### config.mk
export PLATFORM = sky130hd
export DESIGN_NAME = vctr_fifo_rd_ctrl
export DESIGN_NICKNAME = d
export VERILOG_FILES = /design/src/rtl/vctr_fifo_rd_ctrl_pkg.sv /design/src/rtl/vctr_fifo_rd_ctrl_tick_gen_100ns.sv /design/src/rtl/vctr_fifo_rd_ctrl.sv
export SDC_FILE = /design/constraint.sdc
export NUM_CORES = 1
export LEC_CHECK = 0
export ABC_AREA = 1
export CAP_MARGIN = 20
export CORE_AREA = 2 2 164 166
export DETAILED_ROUTE_END_ITERATION = 6
export DIE_AREA = 0 0 166 168
export PLACE_DENSITY = 0.73
export SLEW_MARGIN = 20
export SYNTH_ARGS = -nofsm -noshare
export SYNTH_HDL_FRONTEND = slang
export SYNTH_SLANG_ARGS = --single-unit
### constraint.sdc
create_clock -name clk -period 11 [get_ports clk]
set_clock_uncertainty 0.1 [all_clocks]
set_input_delay 2.2 -clock clk [delete_from_list [all_inputs] [get_ports clk]]
set_output_delay 2.2 -clock clk [all_outputs]
set_load 0.01 [all_outputs]
### src/rtl/vctr_fifo_rd_ctrl_pkg.sv
// Shared definitions for the trace-buffer driver: read-controller FSM states and
// default datapath widths.
package vctr_fifo_rd_ctrl_pkg;

  localparam int DEF_VECTOR_DATA_WIDTH    = 192;
  localparam int DEF_TRACE_BUF_ADDR_WIDTH = 15;
  localparam int DEF_TICK_DIV             = 10;
  localparam int UNDERRUN_W               = 16;

  typedef enum logic [1:0] {
    ST_IDLE      = 2'd0,
    ST_RUN       = 2'd1,
    ST_WAIT_DATA = 2'd2,
    ST_DONE      = 2'd3
  } rd_state_e;

endpackage

### src/rtl/vctr_fifo_rd_ctrl_tick_gen_100ns.sv
// Sample-period divider: counts 0..TICK_DIV-1 while enabled and flags the last
// count as the tick. A clear restarts the period from zero.
module tick_gen_100ns #(
  parameter int TICK_DIV = 10
) (
  input  logic clk,
  input  logic rst,
  input  logic en,
  input  logic clr,
  output logic tick
);

  localparam int CW = $clog2(TICK_DIV);
  localparam logic [CW-1:0] LAST = CW'(TICK_DIV - 1);

  logic [CW-1:0] r_cnt;

  always_ff @(posedge clk or posedge rst) begin
    if (rst) begin
      r_cnt <= '0;
    end else if (clr) begin
      r_cnt <= '0;
    end else if (en) begin
      r_cnt <= (r_cnt == LAST) ? '0 : r_cnt + CW'(1);
    end
  end

  assign tick = en && (r_cnt == LAST);

endmodule

### src/rtl/vctr_fifo_rd_ctrl.sv
// Vector FIFO read controller: pops one sample per 100 ns period during a capture
// and presents it, registered, to the trace-buffer driver two cycles after the pop.
module vctr_fifo_rd_ctrl
  import vctr_fifo_rd_ctrl_pkg::*;
#(
  parameter int VECTOR_DATA_WIDTH    = DEF_VECTOR_DATA_WIDTH,
  parameter int TRACE_BUF_ADDR_WIDTH = DEF_TRACE_BUF_ADDR_WIDTH,
  parameter int TICK_DIV             = DEF_TICK_DIV
) (
  input  logic                            clk,
  input  logic                            rst,
  input  logic                            capture_start,
  input  logic                            capture_stop,
  input  logic                            vctr_fifo_empty,
  input  logic [VECTOR_DATA_WIDTH-1:0]    vctr_fifo_dout,
  output logic                            vctr_fifo_rd_en,
  output logic                            rd_en_100ns,
  output logic [VECTOR_DATA_WIDTH-1:0]    vctr_fifo_data_out,
  output logic                            capture_active,
  output logic                            capture_done,
  output logic [TRACE_BUF_ADDR_WIDTH:0]   sample_count,
  output logic [UNDERRUN_W-1:0]           underrun_count
);

  localparam logic [TRACE_BUF_ADDR_WIDTH:0] DEPTH = {1'b1, {TRACE_BUF_ADDR_WIDTH{1'b0}}};

  function automatic logic [UNDERRUN_W-1:0] sat_inc(input logic [UNDERRUN_W-1:0] v);
    return (v == {UNDERRUN_W{1'b1}}) ? v : v + UNDERRUN_W'(1);
  endfunction

  rd_state_e                       r_state;
  logic                            r_rd_en_100ns;
  logic [VECTOR_DATA_WIDTH-1:0]    r_data_out;
  logic                            r_capture_active;
  logic                            r_capture_done;
  logic [TRACE_BUF_ADDR_WIDTH:0]   r_sample_count;
  logic [UNDERRUN_W-1:0]           r_underrun_count;

  logic                            w_idle_or_done;
  logic                            w_start_ok;
  logic                            w_tick_en;
  logic                            w_tick;
  logic                            w_pop;
  logic [TRACE_BUF_ADDR_WIDTH:0]   w_count_inc;

  assign w_idle_or_done = (r_state == ST_IDLE) || (r_state == ST_DONE);
  // Stop wins over a simultaneous start, so a combined pulse never arms a capture.
  assign w_start_ok     = w_idle_or_done && capture_start && !capture_stop;
  assign w_tick_en      = (r_state == ST_RUN) || (r_state == ST_WAIT_DATA);
  assign w_pop          = (r_state == ST_RUN) && w_tick && !vctr_fifo_empty && !capture_stop;
  assign w_count_inc    = r_sample_count + (TRACE_BUF_ADDR_WIDTH+1)'(1);

  tick_gen_100ns #(
    .TICK_DIV (TICK_DIV)
  ) u_tick_gen (
    .clk  (clk),
    .rst  (rst),
    .en   (w_tick_en),
    .clr  (w_start_ok),
    .tick (w_tick)
  );

  always_ff @(posedge clk or posedge rst) begin
    if (rst) begin
      r_state          <= ST_IDLE;
      r_rd_en_100ns    <= 1'b0;
      r_data_out       <= '0;
      r_capture_active <= 1'b0;
      r_capture_done   <= 1'b0;
      r_sample_count   <= '0;
      r_underrun_count <= '0;
    end else begin
      r_rd_en_100ns  <= 1'b0;
      r_capture_done <= 1'b0;
      case (r_state)
        ST_IDLE, ST_DONE: begin
          if (w_start_ok) begin
            r_state          <= ST_RUN;
            r_capture_active <= 1'b1;
            r_sample_count   <= '0;
            r_underrun_count <= '0;
          end
        end
        ST_RUN: begin
          if (capture_stop) begin
            r_state          <= ST_DONE;
            r_capture_active <= 1'b0;
            r_capture_done   <= 1'b1;
          end else if (w_tick) begin
            if (!vctr_fifo_empty) begin
              r_state <= ST_WAIT_DATA;
            end else begin
              r_underrun_count <= sat_inc(r_underrun_count);
            end
          end
        end
        ST_WAIT_DATA: begin
          // FIFO data is valid this cycle; an in-flight sample always completes.
          r_data_out     <= vctr_fifo_dout;
          r_rd_en_100ns  <= 1'b1;
          r_sample_count <= w_count_inc;
          if ((w_count_inc == DEPTH) || capture_stop) begin
            r_state          <= ST_DONE;
            r_capture_active <= 1'b0;
            r_capture_done   <= 1'b1;
          end else begin
            r_state <= ST_RUN;
          end
        end
        default: begin
          r_state          <= ST_IDLE;
          r_capture_active <= 1'b0;
        end
      endcase
    end
  end

  assign vctr_fifo_rd_en    = w_pop;
  assign rd_en_100ns        = r_rd_en_100ns;
  assign vctr_fifo_data_out = r_data_out;
  assign capture_active     = r_capture_active;
  assign capture_done       = r_capture_done;
  assign sample_count       = r_sample_count;
  assign underrun_count     = r_underrun_count;

endmodule

==> results.md <==
* Status: finished, final reports clean
* Post-synth top area share at 60.56%
* Worst r2r path cells at 6
* Setup TNS at 0 ns
* Setup Viol. Count Final at 0
* FF+latch count, synth at 233
* Most frequent CP cell: clkdlybuf4s50_1
* Starting Density at 36.54%
* Clock root buffer: clkbuf_16
* Antenna Nets Post-Route at 0
* Drt pass-1 iters at 4
* Hold Vio Cnt, Final at 0
* Biggest area consumer among synthesized cells: dfrtp_1
* Final Max Tran Viols at 0
* R2r endpoint: vctr_fifo_data_out[41]
* Resize count post-CTS at 0
* Most used DFF post-synth: dfrtp_1
* Crit Path Max Fanout at 2
* Syn Inst Count at 1145
* WS Path Type: in -> out
* Slowest stage cell, crit path: clkdlybuf4s50_1
* # DRC at 0
* Ranking of synthesized cells by area: dfrtp_1, nand2_1, clkbuf_1
* Clk buf depth at 3
* Via count at 8968
* Hold depth at 2
* Fill count at 2323
* Cell variety after synth at 34
* Hold_buf cts at 0
* Worst setup EP type: output port
* Maximum clock frequency at 173.8 MHz
* RSZ-0062 raised after global routing: false
* CP startpoint kind: input pin
* Reg-to-reg slack, setup at 8.14 ns
* CP required at 8.70 ns
* PD cells at 276.1 mW/mm^2
* Post-DP HPWL at 21260 um
* Worst vdd ir at 0.2379 mV
* Die Y-Extent at 168 um
* Clock latency on the worst-skew pair at 0.53 ns
* Critical path cell sequence: clkdlybuf4s50_1, inv_1, nand2_1, nor3_1, clkdlybuf4s50_1
* WL/cell at 15.78 um
* Total gr overflow at 0
* Nets@finish at 1755
* RePlAce Congestion at 0.8435
* Syn Area/Cell at 8.409 um^2
* Share of post-route cells with drive strength above 1 at 4.519%
* MaxCap Viol Count at 0
* Initial antenna violation count at 7
* # rows at 60
* Minimum clock period at 5.753 ns
* Pin count of the biggest net entering global routing at 109
* Synthesized area at 0.009628 mm^2
* Via density at 4.676
* GR Util All Layers at 21.14%
* Commonest cells in the netlist: nand2_1, dfrtp_1, clkbuf_1
* CTS Buf Count at 26
* Total routed wirelength at 30260 um
* Setup bufs post-CTS at 0
* Hold EP: vctr_fifo_data_out[6]
* Vias in the first global route at 8891
* Asr flop ratio synth at 100.0%
* Global-route wire length before repair at 47670 um
* Core ar. at 0.02635 mm^2
* Arrival time worst endpoint at 3.45 ns
* Fin Hold WS at 0.3675 ns
* Area Overhead vs Synth at 56.44%
* Slowest stage delay, CP at 0.57 ns
* Worst r2r src: r_state[0]
* I/O Pins at 425
* # clock sinks at 233
* Syn nets at 1348
* Slew margin rel. at 30.25%
* Pleak at 7.125 nW
* Sequential area share after synthesis at 60.56%
* Synthesis Warnings at 0
* Min-delay worst type: reg -> reg
* Period utilization at 52.30%
* Die W at 166 um
* H-tree Lvls at 1
* Hold wc startpoint: vctr_fifo_data_out[6]
* DRT iter0 DRCs at 524
* Count leader, synth: nand2_1
* Die ar. at 0.02789 mm^2
* Port-buffer cells at 424
* CTS tree: built
* CTS clk-pin slew, worst paths at 0.05 ns
* Worst-Margin Slew at 1.039 ns
* Number of synthesized flops with an enable pin at 0
==> worst max-delay path by stage <==
stage | from | slack [ns] | end | cells after the start
floorplan | rst | 2.31 | capture_active | 1
global placement | vctr_fifo_empty | 5.22 | vctr_fifo_rd_en | 5
detailed placement | vctr_fifo_empty | 5.25 | vctr_fifo_rd_en | 5
CTS | vctr_fifo_empty | 5.25 | vctr_fifo_rd_en | 5
finish | vctr_fifo_empty | 5.25 | vctr_fifo_rd_en | 5
global route | vctr_fifo_empty | 5.17 | vctr_fifo_rd_en | 5
==> cells in the final DEF (no fill, tap or decap), drive strengths merged, types with 6 or more instances in the layout <==
cell type	netlist	layout
nand4	6	6
o21ai	24	24
inv	40	41
a21oi	9	9
nor2	38	38
clkdlybuf4s50	0	424
clkbuf	42	41
diode	0	6
o22ai	8	8
nand3	29	29
nand2	671	671
dfrtp	233	233
ha	6	6
==> metrics by stage <==
step	utilization [%]	total power, mW	setup slack (ns)	instance area, um^2	instances
after floorplan	-	2.231	2.310	9628	1145
after global placement	53.71	3.228	5.224	14150	1865
after detailed placement	53.71	3.274	5.251	14150	1865
after CTS	57.10	4.209	5.245	15050	1912
after global routing	57.16	4.437	5.168	15060	1918
final	57.16	4.159	5.247	15060	1918
==> logic make-up after synthesis <==
group | after synthesis | synth area share, %
simple gates | 753 | 30.76
xor+xnor | 10 | 0.9096
flops | 233 | 60.56
fa+ha+maj | 6 | 0.7797
buf+inv | 92 | 3.795
compound gates | 51 | 3.197
==> where the power goes <==
group / internal, mW / switching [mW] / total [mW]
sequential: 1.25 / 0.235 / 1.48
combinational: 0.907 / 0.868 / 1.78
clock: 0.553 / 0.349 / 0.902
total: 2.71 / 1.45 / 4.16
==> layout make-up <==
class / count / area [um^2] / share of cell area [%]
sequential: 233 / 5831 / 38.71
inverter: 42 / 170.2 / 1.130
timing repair buffer: 429 / 4282 / 28.43
multi-input combinational: 820 / 3445 / 22.87
clock buffer: 41 / 777.0 / 5.159
clock inverter: 6 / 116.4 / 0.7726
tap: 341 / 426.7 / 2.833
antenna: 6 / 15.01 / 0.09968
==> sequential cells by signal, indices dropped and copies added (netlist names) <==
name	cells
capture_active	1
capture_done	1
r_state	2
rd_en_100ns	1
sample_count	16
u_tick_gen.r_cnt	4
underrun_count	16
vctr_fifo_data_out	192
==> layer usage <==
metal  GRT usage, %  wire [um]  up-vias  part of all wire [%]
met5              0         18        -                 0.059
met4          8.015        964        2                   3.2
li1               -          -     4345                     -
met3          7.005       2489       64                   8.2
met2          35.76      15140      298                    50
met1          25.14      11650     4259                    38
==> critical path, delay by kind of cell <==
| family | cells | cell delay, ns |
|---|---|---|
| buffers and inverters | 3 | 1.04 |
| and+or+nand+nor | 2 | 0.21 |
Note: power is estimated with default switching activity, not from simulation.
